[src/rtl/ground_check_scheduler_pkg.sv]
// Shared widths, the checker range limit and the result FIFO entry layout
// for the ground-check scheduler.
package ground_check_scheduler_pkg;

  localparam int GRD_COORD_W = 18;
  localparam int GRD_OUT_W   = 10;
  localparam int GRD_LIMIT   = 320;

  typedef struct packed {
    logic                 id;
    logic [GRD_OUT_W-1:0] x;
    logic [GRD_OUT_W-1:0] y;
    logic [GRD_OUT_W-1:0] z;
    logic [GRD_OUT_W-1:0] p;
    logic                 en;
  } grd_entry_t;

  localparam int GRD_ENTRY_W = $bits(grd_entry_t);

endpackage

[src/rtl/ground_check_scheduler_fifo.sv]
// Result FIFO for the ground-check scheduler. Depth must be a power of two so
// the pointers wrap naturally; overflow is prevented upstream by credits.
module ground_result_fifo #(
  parameter int DEPTH = 4,
  parameter int WIDTH = 8
) (
  input  logic                     clk,
  input  logic                     rst,
  input  logic                     push,
  input  logic [WIDTH-1:0]         wdata,
  input  logic                     pop,
  output logic [WIDTH-1:0]         rdata,
  output logic                     valid,
  output logic [$clog2(DEPTH):0]   count
);

  localparam int AW = $clog2(DEPTH);

  logic [WIDTH-1:0] mem [DEPTH];
  logic [AW-1:0]    wr_ptr;
  logic [AW-1:0]    rd_ptr;
  logic             do_pop;

  assign valid  = (count != '0);
  assign do_pop = pop && valid;
  assign rdata  = mem[rd_ptr];

  // Storage carries no reset; contents are only observed while valid.
  always_ff @(posedge clk) begin
    if (push) mem[wr_ptr] <= wdata;
  end

  always_ff @(posedge clk or posedge rst) begin
    if (rst) begin
      wr_ptr <= '0;
      rd_ptr <= '0;
      count  <= '0;
    end else begin
      if (push)   wr_ptr <= wr_ptr + 1'b1;
      if (do_pop) rd_ptr <= rd_ptr + 1'b1;
      if (push && !do_pop)      count <= count + 1'b1;
      else if (!push && do_pop) count <= count - 1'b1;
    end
  end

endmodule

[src/rtl/ground_check_scheduler.sv]
// Two-requester round-robin front end for a shared 1-cycle ground-validity
// checker, with a tag pipeline and a credit-protected result FIFO.
module ground_check_scheduler
  import ground_check_scheduler_pkg::*;
#(
  parameter int FIFO_DEPTH = 4
) (
  input  logic                        clk,
  input  logic                        rst,
  input  logic                        req0_valid,
  output logic                        req0_ready,
  input  logic signed [GRD_COORD_W-1:0] req0_x,
  input  logic signed [GRD_COORD_W-1:0] req0_y,
  input  logic signed [GRD_COORD_W-1:0] req0_z,
  input  logic signed [GRD_OUT_W-1:0]   req0_p,
  input  logic                        req1_valid,
  output logic                        req1_ready,
  input  logic signed [GRD_COORD_W-1:0] req1_x,
  input  logic signed [GRD_COORD_W-1:0] req1_y,
  input  logic signed [GRD_COORD_W-1:0] req1_z,
  input  logic signed [GRD_OUT_W-1:0]   req1_p,
  output logic signed [GRD_COORD_W-1:0] chk_x,
  output logic signed [GRD_COORD_W-1:0] chk_y,
  output logic signed [GRD_COORD_W-1:0] chk_z,
  output logic signed [GRD_OUT_W-1:0]   chk_p,
  input  logic signed [GRD_OUT_W-1:0]   chk_out_x,
  input  logic signed [GRD_OUT_W-1:0]   chk_out_y,
  input  logic signed [GRD_OUT_W-1:0]   chk_out_z,
  input  logic signed [GRD_OUT_W-1:0]   chk_out_p,
  input  logic                        chk_out_en,
  output logic                        res_valid,
  input  logic                        res_ready,
  output logic                        res_id,
  output logic signed [GRD_OUT_W-1:0]   res_x,
  output logic signed [GRD_OUT_W-1:0]   res_y,
  output logic signed [GRD_OUT_W-1:0]   res_z,
  output logic signed [GRD_OUT_W-1:0]   res_p,
  output logic                        res_en,
  output logic [15:0]                 rej_cnt,
  output logic [15:0]                 acc_cnt
);

  localparam int CW = $clog2(FIFO_DEPTH) + 2;

  logic                       s1_vld, s2_vld;
  logic                       s1_id, s2_id;
  logic                       last_grant;
  logic [$clog2(FIFO_DEPTH):0] fifo_count;
  logic [CW-1:0]              in_use;
  logic                       has_credit;
  logic                       xfer0, xfer1, xfer;
  grd_entry_t                 wr_e, rd_e;
  logic [GRD_ENTRY_W-1:0]     fifo_rdata;

  // Every sample in flight or buffered holds a slot; a pop this cycle does not free one yet.
  assign in_use     = CW'(fifo_count) + CW'(s1_vld) + CW'(s2_vld);
  assign has_credit = !rst && (in_use < CW'(FIFO_DEPTH));

  // last_grant==1 means requester 0 wins a tie.
  assign req0_ready = has_credit && req0_valid && (!req1_valid || last_grant);
  assign req1_ready = has_credit && req1_valid && (!req0_valid || !last_grant);

  assign xfer0 = req0_valid && req0_ready;
  assign xfer1 = req1_valid && req1_ready;
  assign xfer  = xfer0 || xfer1;

  always_ff @(posedge clk or posedge rst) begin
    if (rst) begin
      chk_x      <= '0;
      chk_y      <= '0;
      chk_z      <= '0;
      chk_p      <= '1;
      s1_vld     <= 1'b0;
      s1_id      <= 1'b0;
      s2_vld     <= 1'b0;
      s2_id      <= 1'b0;
      last_grant <= 1'b1;
      acc_cnt    <= '0;
      rej_cnt    <= '0;
    end else begin
      s1_vld <= xfer;
      s2_vld <= s1_vld;
      s2_id  <= s1_id;
      if (xfer) begin
        s1_id      <= xfer1;
        last_grant <= xfer1;
        acc_cnt    <= acc_cnt + 16'd1;
        chk_x      <= xfer1 ? req1_x : req0_x;
        chk_y      <= xfer1 ? req1_y : req0_y;
        chk_z      <= xfer1 ? req1_z : req0_z;
        chk_p      <= xfer1 ? req1_p : req0_p;
      end
      if (s2_vld && !chk_out_en) rej_cnt <= rej_cnt + 16'd1;
    end
  end

  assign wr_e = '{id: s2_id, x: chk_out_x, y: chk_out_y, z: chk_out_z,
                  p: chk_out_p, en: chk_out_en};

  ground_result_fifo #(
    .DEPTH (FIFO_DEPTH),
    .WIDTH (GRD_ENTRY_W)
  ) u_fifo (
    .clk   (clk),
    .rst   (rst),
    .push  (s2_vld),
    .wdata (wr_e),
    .pop   (res_ready),
    .rdata (fifo_rdata),
    .valid (res_valid),
    .count (fifo_count)
  );

  assign rd_e   = grd_entry_t'(fifo_rdata);
  assign res_id = rd_e.id;
  assign res_x  = rd_e.x;
  assign res_y  = rd_e.y;
  assign res_z  = rd_e.z;
  assign res_p  = rd_e.p;
  assign res_en = rd_e.en;

endmodule

[config.mk]
export PLATFORM = sky130hd
export DESIGN_NAME = ground_check_scheduler
export DESIGN_NICKNAME = d
export VERILOG_FILES = /design/src/rtl/ground_check_scheduler_pkg.sv /design/src/rtl/ground_check_scheduler_fifo.sv /design/src/rtl/ground_check_scheduler.sv
export SDC_FILE = /design/constraint.sdc
export NUM_CORES = 1
export LEC_CHECK = 0
export BUFFER_PORTS_ARGS = -buffer_cell sky130_fd_sc_hd__buf_4
export CAP_MARGIN = 10
export CORE_MARGIN = 8
export CORE_UTILIZATION = 30
export CTS_BUF_LIST = sky130_fd_sc_hd__clkbuf_4
export CTS_CLUSTER_SIZE = 40
export DETAILED_ROUTE_END_ITERATION = 8
export GPL_TIMING_DRIVEN = 0
export REMOVE_ABC_BUFFERS = 1
export SLEW_MARGIN = 20
export SYNTH_ARGS = -nofsm -noshare
export SYNTH_HDL_FRONTEND = slang
export SYNTH_HIERARCHICAL = 1
export SYNTH_SLANG_ARGS = --single-unit
[constraint.sdc]
create_clock -name clk -period 3.7 [get_ports clk]
set_input_delay 0 -clock clk [delete_from_list [all_inputs] [get_ports clk]]
set_output_delay 0 -clock clk [all_outputs]
set_load 0.01 [all_outputs]
==> out/summary.txt <==
RUN STATUS
---------------------------------------------------------------------------------
Result of the run                                                       completed

SETUP PATH
---------------------------------------------------------------------------------
Critical Path Fanout Max                                                       85
CP arrival                                                                3.45 ns
Kind of start point of the critical path                                flip-flop
Data required, critical path                                              4.31 ns
Sort of element at the end of the critical path                         flip-flop
Startpoint-to-endpoint class of the critical path                    flip-flop to flip-flop

LAYOUT
---------------------------------------------------------------------------------
Area growth syn-to-layout                                                   53.7%
Net count of the finished layout                                            1,433
Final core utilization                                                      0.463
Non-filler instance count after layout                                      1,786
Fin area                                                               17,200 um2
Share of post-route cells with drive strength above 1                       0.395
Layout filler cell count                                                    3,254

PLACEMENT
---------------------------------------------------------------------------------
Post-DP Area                                                           14,100 um2
DP Cell Count                                                               1,434
Input/output buffers                                                          314
DP Worst Slack                                                            1.32 ns
Detailed Place HPWL                                                     21,800 um
Global placement routability congestion                                     0.810

TIMING
---------------------------------------------------------------------------------
Count of endpoints failing setup in the final report                            0
Setup skew after layout                                                 0.0423 ns
Shortest period the worst path allows                                     2.84 ns
Worst Max-Slew Pin Slew                                                  0.713 ns
Hold Vio Cnt, Final                                                             0
Final setup margin                                                       0.864 ns
Number of slew-limit violations in the final report                             0
Relative slew slack                                                         0.524
Period utilization                                                          0.766
Unrepaired setup endpoints after global routing                                no
Fmax                                                                      353 MHz

DETAILED ROUTING
---------------------------------------------------------------------------------
Routed vias/inst                                                             4.50
Starting DRT DRC Count                                                        256
Routed length per placed instance                                         18.6 um
DR pass1 iterations                                                             4
Final WL                                                                33,300 um
Vias                                                                        8,041
Detailed-route DRC error count                                                  0
Post-route antenna net violation count                                          0

FLOORPLANNING
---------------------------------------------------------------------------------
Chip height                                                                209 um
I/O pin total                                                                 315
Standard-cell rows                                                             71
Area enclosed by the die boundary                                      43,800 um2
Effective utilization at floorplan                                          0.301
Overall die width                                                          209 um
Placeable Area                                                         37,200 um2

CLOCK NETWORK
---------------------------------------------------------------------------------
CTS Root Cell                                                        sky130_fd_sc_hd__clkbuf_4
Setup bufs post-CTS                                                             0
CTS tree                                                                    built
Number of buffers added by the clock tree synthesis step                       77
Clock Pin Slew Worst Setup and Hold Paths                                 0.06 ns
Clock buffer depth                                                              3
Clock network latency to the later pin of the worst-skew pair             0.74 ns
Post-CTS resize count                                                           0
Maximum level of the CTS H-tree                                                 3
Number of hold buffers added after cts                                        211
Number of sinks handled by clock tree synthesis                               276

GLOBAL ROUTE
---------------------------------------------------------------------------------
Maximum number of pins on one net before global-route repair                   86
Antenna violations before repair                                                6
Via count of the first global-routing pass                                  9,100
Wire length of the first global-routing pass                            51,600 um
Residual overflow from global routing                                           0
Global Route Usage Sum                                                      0.150

POWER
---------------------------------------------------------------------------------
Final Power                                                               11.1 mW
VDD IR-drop max                                                          0.333 mV
Leak Pwr                                                                  7.29 nW
Power density over the cells                                           645 nW/um2

SYNTH
---------------------------------------------------------------------------------
Average footprint of a synthesized cell                                  16.7 um2
Share of synthesized flip-flops with an asynchronous set or reset           0.391
Ranking of synthesized cells by instance count                       168 x sky130_fd_sc_hd__edfxtp_1, 97 x sky130_fd_sc_hd__dfrtp_1, 78 x sky130_fd_sc_hd__nand2_1
Number of flip-flops and latches in the synthesized netlist                   276
Warnings from Yosys                                                             6
Most common cell in the netlist                                      sky130_fd_sc_hd__edfxtp_1
Number of enable flip-flop cells after synthesis                              168
Post-synth design cell area                                            11,200 um2
Library cell occupying the most area in the post-synthesis netlist   sky130_fd_sc_hd__edfxtp_1
Cell variety after synth                                                       45
Portion of the post-synthesis area used by sequential elements              0.692
Instance count of the mapped netlist                                          671
Top area cells in the synthesized netlist                            sky130_fd_sc_hd__edfxtp_1 45%, sky130_fd_sc_hd__dfrtp_1 22%, sky130_fd_sc_hd__mux4_2 7.6%
Area share of the largest cell type after synthesis                         0.450
Leading register cell type out of synthesis                          sky130_fd_sc_hd__edfxtp_1

WORST HOLD PATH
---------------------------------------------------------------------------------
Worst min path class                                                 primary input to flip-flop

FLOW RUN
---------------------------------------------------------------------------------
Max_cap viols                                                                   0

critical path: stages, from the launching register on:
cell and delay (ns):
sky130_fd_sc_hd__dfrtp_1 0.60, sky130_fd_sc_hd__ha_1 0.30, sky130_fd_sc_hd__a21o_1 0.21, sky130_fd_sc_hd__a211o_4 0.57
sky130_fd_sc_hd__buf_16 0.29, sky130_fd_sc_hd__nand2_1 0.12, sky130_fd_sc_hd__o21ai_1 0.07, sky130_fd_sc_hd__dlygate4sd3_1 0.56
layer usage:
layer | track usage | up-vias | wire [um]
met3 | 0.0789 | 61 | 4000
met5 | 0 | - | 0
li1 | - | 3736 | -
met2 | 0.243 | 348 | 16000
met4 | 0.0778 | 0 | 1070
met1 | 0.159 | 3896 | 12200
cell families (layout without fill, tap and decap cells):
family / after synthesis / count (layout) / synth area share
compound gates: 72 / 72 / 0.0363
buf+inv: 40 / 674 / 0.0299
xor+xnor: 36 / 36 / 0.0295
fa+ha+maj: 9 / 9 / 0.0107
mux: 108 / 108 / 0.145
other cells: 0 / 7 / 0
simple gates: 130 / 130 / 0.0568
flops: 276 / 276 / 0.692
final cells by class:
cell class,instances,area (um2),area share
well taps,474,593,0.0344
diodes,7,17.5,0.00102
multi-input cells,355,3140,0.182
flip-flops and latches,276,7770,0.451
repair buffers,532,4660,0.271
clock buffers,119,893,0.0518
clock inverters,15,113,0.00653
inverters,8,47.5,0.00276
per-stage QoR:
| stage | hold WS [ns] | setup TNS (ns) |
|---|---|---|
| floorplan | -0.197 | -102.01 |
| CTS | 0.000717 | 0 |
| global route | 0.0319 | 0 |
| detailed placement | -0.00730 | 0 |
| global placement | -0.0309 | -263.55 |
| finish | 0.0934 | 0 |
power breakdown:
part | switching (mW) | internal (mW)
clock | 1.23 | 1.59
combinational | 1.72 | 2.03
sequential | 0.542 | 4.00
total | 3.49 | 7.63
sequential cells by signal, summed over array words and instances, names as in the netlist:
name	cells
acc_cnt	16
chk_p	10
chk_x	18
chk_y	18
chk_z	18
last_grant	1
rej_cnt	16
s1_id	1
s1_vld	1
s2_id	1
s2_vld	1
u_fifo/count	3
u_fifo/mem	168
u_fifo/rd_ptr	2
u_fifo/wr_ptr	2
cells in the final DEF, fill, tap and decap left out, drive strengths merged, types with 2 or more instances in the layout:
cell         instances
xor2                 7
and3                 5
nand2               78
mux2i               64
and4                 3
inv                 10
o21ai               65
clkinv              11
mux4                42
dfrtp               97
buf                321
mux2                 2
a21o                 2
nand3               11
dfstp               11
nor2                 9
edfxtp             168
xnor2               29
clkbuf             119
ha                   8
bufinv               2
nand4               11
and2                 6
diode                7
dlygate4sd3        211
final timing paths:
path                       depth (start not counted)           endpoint    startpoint  slack [ns]
max                                                7          chk_x[10]        s2_vld        0.86
min                                                2  u_fifo/mem[3][14]  chk_out_z[3]        0.09
max reg2reg                                        7          chk_x[10]        s2_vld        0.86
min reg2reg                                        0              s2_id         s1_id        0.39
max in group asynchronous                          5        rej_cnt[13]           rst        2.46
min in group asynchronous                          4    u_fifo/count[2]           rst        0.47
Note: power is estimated with default switching activity, not from simulation.
